## src/rtl/ula_pkg.sv

```systemverilog
// Shared definitions for the sequential ALU: opcodes, flag bit positions, FSM states.
package ula_pkg;
  localparam logic [2:0] OP_AND = 3'b000;
  localparam logic [2:0] OP_OR  = 3'b001;
  localparam logic [2:0] OP_ADD = 3'b010;
  localparam logic [2:0] OP_SUB = 3'b011;
  localparam logic [2:0] OP_SHL = 3'b100;
  localparam logic [2:0] OP_SHR = 3'b101;
  localparam logic [2:0] OP_MUL = 3'b110;
  localparam logic [2:0] OP_DIV = 3'b111;

  // flags = {Z, C, V, DZ}
  localparam int F_Z  = 3;
  localparam int F_C  = 2;
  localparam int F_V  = 1;
  localparam int F_DZ = 0;

  typedef enum logic {S_IDLE = 1'b0, S_CALC = 1'b1} state_t;
endpackage

```

## src/rtl/ula_muldiv_iter.sv

```systemverilog
// One-bit-per-cycle datapath: shift-add unsigned multiply or restoring unsigned divide.
// hi/lo hold {product high, product low} or {remainder, quotient}; *_next is the post-step value.
module ula_muldiv_iter #(
  parameter int W = 4
) (
  input  logic         clk,
  input  logic         rst_n,
  input  logic         load,
  input  logic         step,
  input  logic         div,
  input  logic [W-1:0] a,
  input  logic [W-1:0] b,
  output logic         last,
  output logic [W-1:0] hi_next,
  output logic [W-1:0] lo_next
);
  localparam int CNT_W = $clog2(W + 1);

  logic [W-1:0]     hi_reg, lo_reg, opnd_reg;
  logic             div_reg;
  logic [CNT_W-1:0] cnt_reg;
  logic [W:0]       mul_add, mul_sum, shifted, diff;

  always_comb begin
    mul_add = lo_reg[0] ? {1'b0, opnd_reg} : {(W+1){1'b0}};
    mul_sum = {1'b0, hi_reg} + mul_add;
    shifted = {hi_reg, lo_reg[W-1]};
    diff    = shifted - {1'b0, opnd_reg};
    if (div_reg) begin
      // no borrow out of the trial subtraction means the divisor fits
      hi_next = diff[W] ? shifted[W-1:0] : diff[W-1:0];
      lo_next = {lo_reg[W-2:0], ~diff[W]};
    end else begin
      hi_next = mul_sum[W:1];
      lo_next = {mul_sum[0], lo_reg[W-1:1]};
    end
    last = (cnt_reg == CNT_W'(W - 1));
  end

  always_ff @(posedge clk) begin
    if (!rst_n) begin
      hi_reg   <= '0;
      lo_reg   <= '0;
      opnd_reg <= '0;
      div_reg  <= 1'b0;
      cnt_reg  <= '0;
    end else if (load) begin
      hi_reg   <= '0;
      lo_reg   <= a;
      opnd_reg <= b;
      div_reg  <= div;
      cnt_reg  <= '0;
    end else if (step) begin
      hi_reg   <= hi_next;
      lo_reg   <= lo_next;
      cnt_reg  <= cnt_reg + CNT_W'(1);
    end
  end
endmodule

```

## src/rtl/ula_seq.sv

```systemverilog
// Sequential ALU top: single-cycle logic/arith/shift ops, iterative MUL/DIV, flags and
// a start/done handshake with registered outputs.
module ula_seq
  import ula_pkg::*;
#(
  parameter int W = 4
) (
  input  logic         CLOCK_50,
  input  logic         RESET_N,
  input  logic         start,
  input  logic [2:0]   op,
  input  logic [W-1:0] a,
  input  logic [W-1:0] b,
  output logic         busy,
  output logic         done,
  output logic [W-1:0] result,
  output logic [W-1:0] result_hi,
  output logic [3:0]   flags
);
  state_t       state_reg;
  logic         busy_reg, done_reg;
  logic [W-1:0] result_reg, result_hi_reg;
  logic [3:0]   flags_reg;

  logic [W:0]   add_w, sub_w;
  logic [W-1:0] alu_res, hi_next, lo_next;
  logic         alu_c, alu_v, div_zero, is_iter, load, step, last;
  logic [3:0]   alu_flags;

  always_comb begin
    add_w   = {1'b0, a} + {1'b0, b};
    sub_w   = {1'b0, a} - {1'b0, b};
    alu_res = '0;
    alu_c   = 1'b0;
    alu_v   = 1'b0;
    case (op)
      OP_AND: alu_res = a & b;
      OP_OR:  alu_res = a | b;
      OP_ADD: begin
        alu_res = add_w[W-1:0];
        alu_c   = add_w[W];
        alu_v   = (a[W-1] == b[W-1]) && (add_w[W-1] != a[W-1]);
      end
      OP_SUB: begin
        alu_res = sub_w[W-1:0];
        alu_c   = sub_w[W];
        alu_v   = (a[W-1] != b[W-1]) && (sub_w[W-1] != a[W-1]);
      end
      OP_SHL: begin
        alu_res = {a[W-2:0], 1'b0};
        alu_c   = a[W-1];
      end
      OP_SHR: begin
        alu_res = {1'b0, a[W-1:1]};
        alu_c   = a[0];
      end
      default: ;
    endcase
    alu_flags        = '0;
    alu_flags[F_Z]   = (alu_res == '0);
    alu_flags[F_C]   = alu_c;
    alu_flags[F_V]   = alu_v;
    div_zero = (op == OP_DIV) && (b == '0);
    is_iter  = (op == OP_MUL) || (op == OP_DIV);
    load     = (state_reg == S_IDLE) && start && is_iter && !div_zero;
    step     = (state_reg == S_CALC);
  end

  ula_muldiv_iter #(.W(W)) u_iter (
    .clk     (CLOCK_50),
    .rst_n   (RESET_N),
    .load    (load),
    .step    (step),
    .div     (op == OP_DIV),
    .a       (a),
    .b       (b),
    .last    (last),
    .hi_next (hi_next),
    .lo_next (lo_next)
  );

  always_ff @(posedge CLOCK_50) begin
    if (!RESET_N) begin
      state_reg     <= S_IDLE;
      busy_reg      <= 1'b0;
      done_reg      <= 1'b0;
      result_reg    <= '0;
      result_hi_reg <= '0;
      flags_reg     <= '0;
    end else begin
      done_reg <= 1'b0;
      case (state_reg)
        S_IDLE: begin
          if (start) begin
            if (!is_iter) begin
              result_reg    <= alu_res;
              result_hi_reg <= '0;
              flags_reg     <= alu_flags;
              done_reg      <= 1'b1;
            end else if (div_zero) begin
              result_reg    <= '1;
              result_hi_reg <= a;
              flags_reg     <= 4'b0001;
              done_reg      <= 1'b1;
            end else begin
              state_reg <= S_CALC;
              busy_reg  <= 1'b1;
            end
          end
        end
        S_CALC: begin
          // capture the post-step values on the final iteration
          if (last) begin
            state_reg        <= S_IDLE;
            busy_reg         <= 1'b0;
            done_reg         <= 1'b1;
            result_reg       <= lo_next;
            result_hi_reg    <= hi_next;
            flags_reg        <= '0;
            flags_reg[F_Z]   <= (lo_next == '0);
          end
        end
        default: state_reg <= S_IDLE;
      endcase
    end
  end

  assign busy      = busy_reg;
  assign done      = done_reg;
  assign result    = result_reg;
  assign result_hi = result_hi_reg;
  assign flags     = flags_reg;
endmodule

```

## config.mk

```make
export PLATFORM = sky130hd
export DESIGN_NAME = ula_seq
export DESIGN_NICKNAME = d
export VERILOG_FILES = /design/src/rtl/ula_pkg.sv /design/src/rtl/ula_muldiv_iter.sv /design/src/rtl/ula_seq.sv
export SDC_FILE = /design/constraint.sdc
export NUM_CORES = 1
export LEC_CHECK = 0
export ABC_AREA = 1
export BUFFER_PORTS_ARGS = -buffer_cell sky130_fd_sc_hd__buf_2
export CAP_MARGIN = 20
export CORE_ASPECT_RATIO = 0.5
export CORE_MARGIN = 2
export CORE_UTILIZATION = 47
export CTS_CLUSTER_SIZE = 16
export DETAILED_ROUTE_END_ITERATION = 12
export PLACE_DENSITY_LB_ADDON = 0.25
export SLEW_MARGIN = 20
export SYNTH_ARGS = -nofsm -noshare
export SYNTH_HDL_FRONTEND = slang
export SYNTH_SLANG_ARGS = --single-unit
```

## constraint.sdc

```tcl
create_clock -name CLOCK_50 -period 4.1 [get_ports CLOCK_50]
set_clock_uncertainty 0.1 [all_clocks]
set_input_delay 0.82 -clock CLOCK_50 [delete_from_list [all_inputs] [get_ports CLOCK_50]]
set_output_delay 0.82 -clock CLOCK_50 [all_outputs]
set_load 0.05 [all_outputs]
```

==> impl_metrics.toml <==
[status]
status = "complete, no violations"

[power_and_ir_drop]
clockPowerShare_pct = 37.4
leakagePower_nw = 1.287
switchingPower_mw = 0.2579
swShare_pct = 31.22
power_density_nw_per_um2 = 307.4
ir_drop_mv = 0.1623
p_int_mw = 0.5683
power_frac_seq_pct = 39.4
power_frac_comb_pct = 23.2

[grt]
grt_pass1_wl_um = 9591
grt_pass1_vias = 2043
grt_max_degree = 19
grt.overflow.total = 0
grt.total_usage_pct = 21.57
antenna_found_initial = 0

[synthesis]
synthCells = 348
synth-main-ff-cell = "dfxtp_1"
synth_top_area_share_pct = 25.70
postSynthAreaPerCell_sq_um = 6.939
yosys_warnings = 0
synth_edf_count = 0
synthDistinctLibCells = 32
async_flop_share_pct = 0
synth_seq_cells = 31
ys_seq_area_share_pct = 25.70
syn_nets = 391
synthTopCellsByArea = "dfxtp_1 26%, ha_1 13%, nand2_1 10%"
synth_area_sq_um = 2415
yosysTopAreaCell = "dfxtp_1"

[placement]
port_buffers = 27
place_hpwl_um = 4756
place_ws_ps = 1489
finalWeightedCongestion = 0.9162

[critical_path]
start_kind = "primary input"
reg2reg_slack_ps = 1970
end_kind = "register"
worst_ep_arrival_time_ps = 2400
critical_path_class = "in2reg"
cp_max_fo = 4
cp.required_ps = 4170

[cts]
htreeDepth = 2
cts-root-buf = "clkbuf_8"
cts_buffers = 5
cts_hold_buf = 0
clk_latency_ps = 280
post_cts_buffers = 0
path_clk_slew_ps = 60
clock_sinks = 31
clk_path_buf_depth = 2
cts_tree = "done"
ctsResizeCount = 0

[timing]
setup_slack_ps = 1775
slew_headroom_pct = 65.65
finalSetupViolCount = 0
max_slew.worst_pin.slew_ps = 514.6
period_share_pct = 56.70
period_needed_ps = 2325
finalHoldViolCount = 0
fmax_ghz = 0.4301
slew_violations = 0
whs_ps = 366.8
finalSetupTns_ps = 0
rsz0062_at_grt = "false"

[cells_and_area]
nFillCells = 486
final_cell_mix = "65 x nand2_1, 49 x inv_1, 34 x nand3_1"
antennaDiodeCount = 0
drive_gt1_share_pct = 15.24
final_common_cell = "nand2_1"
area_delta_synth_final_pct = 11.30
fin_nets = 416

[worst_hold_path]
hp-class = "reg2reg"

[floorplanning]
rows = 18
core_sq_um = 4932
die_y_um = 54.69
ioPinCount = 28
dieWidth_um = 105.4
initial_core_util_pct = 48.96
die-area_sq_um = 5762

[route]
drt-wirelength-per-cell_um = 13.33
dr.pass1.iters = 5
dr.first_iter.drc_count = 152
remaining_drc_errors = 0
viasPerCell = 5.239
wirelength_um = 5920
dr_total_vias = 2326
ant_nets = 0

[job]
drv_cap = 0
cells by family after synthesis:
family	Yosys count	synth area share, %
DFF	31	25.70
buffers and inverters	62	11.04
and+or+nand+nor	149	28.76
xor gates and xnor gates	6	2.176
adders and majority gates	29	16.27
AOI/OAI and AO/OA	71	16.06
per-stage QoR:
stage	util (%)	power, mW	cell area [sq um]	cells
after floorplan	-	0.4762	2415	348
final	54.49	0.8262	2688	444
after global routing	54.49	0.8682	2688	444
after detailed placement	52.11	0.5219	2570	436
after CTS	54.49	0.8264	2688	444
after global placement	52.11	0.5206	2570	436
layout make-up:
| cell class | count | area (sq um) | share of cell area (%) |
|---|---|---|---|
| tap | 70 | 87.58 | 3.259 |
| clock buffer | 6 | 82.58 | 3.073 |
| multi-input combinational | 255 | 1528 | 56.84 |
| inverter | 53 | 198.9 | 7.402 |
| clock inverter | 2 | 35.03 | 1.304 |
| sequential | 31 | 620.6 | 23.09 |
| timing repair buffer | 27 | 135.1 | 5.028 |
Yosys cell counts (3+ instances only):
| master | n |
|---|---|
| inv_2 | 4 |
| o211ai_1 | 3 |
| inv_1 | 49 |
| buf_6 | 3 |
| nand4_1 | 7 |
| o21ai_0 | 24 |
| a21oi_1 | 26 |
| nor2_1 | 25 |
| o21ai_2 | 4 |
| nand2_2 | 5 |
| o22ai_1 | 5 |
| buf_2 | 3 |
| ha_1 | 25 |
| fa_1 | 4 |
| nand2_1 | 65 |
| o21ai_1 | 7 |
| nor2_4 | 5 |
| xnor2_1 | 4 |
| nand3_1 | 34 |
| dfxtp_1 | 31 |
final timing paths:
| kind | start | endpoint | depth (start not counted) |
|---|---|---|---|
| setup / recovery | a[0] | flags[3]$_SDFFE_PN0P_ | 12 |
| hold / removal | busy$_SDFFE_PN0P_ | busy$_SDFFE_PN0P_ | 2 |
| setup reg to reg | u_iter.lo_reg[3]$_SDFFE_PN0P_ | u_iter.hi_reg[2]$_SDFFE_PP0P_ | 13 |
| hold reg to reg | busy$_SDFFE_PN0P_ | busy$_SDFFE_PN0P_ | 2 |
routing by layer:
layer	routed length (um)	track usage (%)	part of all wire [%]	up-vias
met3	257	3.214	4.3	9
met1	2835	28.72	48	1070
met5	0	0	0	-
met4	78	7.333	1.3	0
met2	2750	36.77	46	58
li1	-	-	-	1189
power groups by stage:
stage	sequential [mW]	clock, mW	combinational, mW
2_1_floorplan	0.358	0	0.118
3_3_place_gp	0.331	0	0.189
3_5_place_dp	0.332	0	0.190
4_1_cts	0.325	0.310	0.191
5_1_grt	0.327	0.326	0.216
6_report	0.326	0.309	0.192
worst max-delay path, cell delays in order:
cell and delay, ps:
buf_2 130, inv_1 130, ha_1 160, inv_1 60, fa_1 470, nand4_1 80, nand2_1 70, nor2_1 40
a21oi_1 210, nor2_1 90, nand3_1 70, a21oi_1 60
Note: power is estimated with default switching activity, not from simulation.
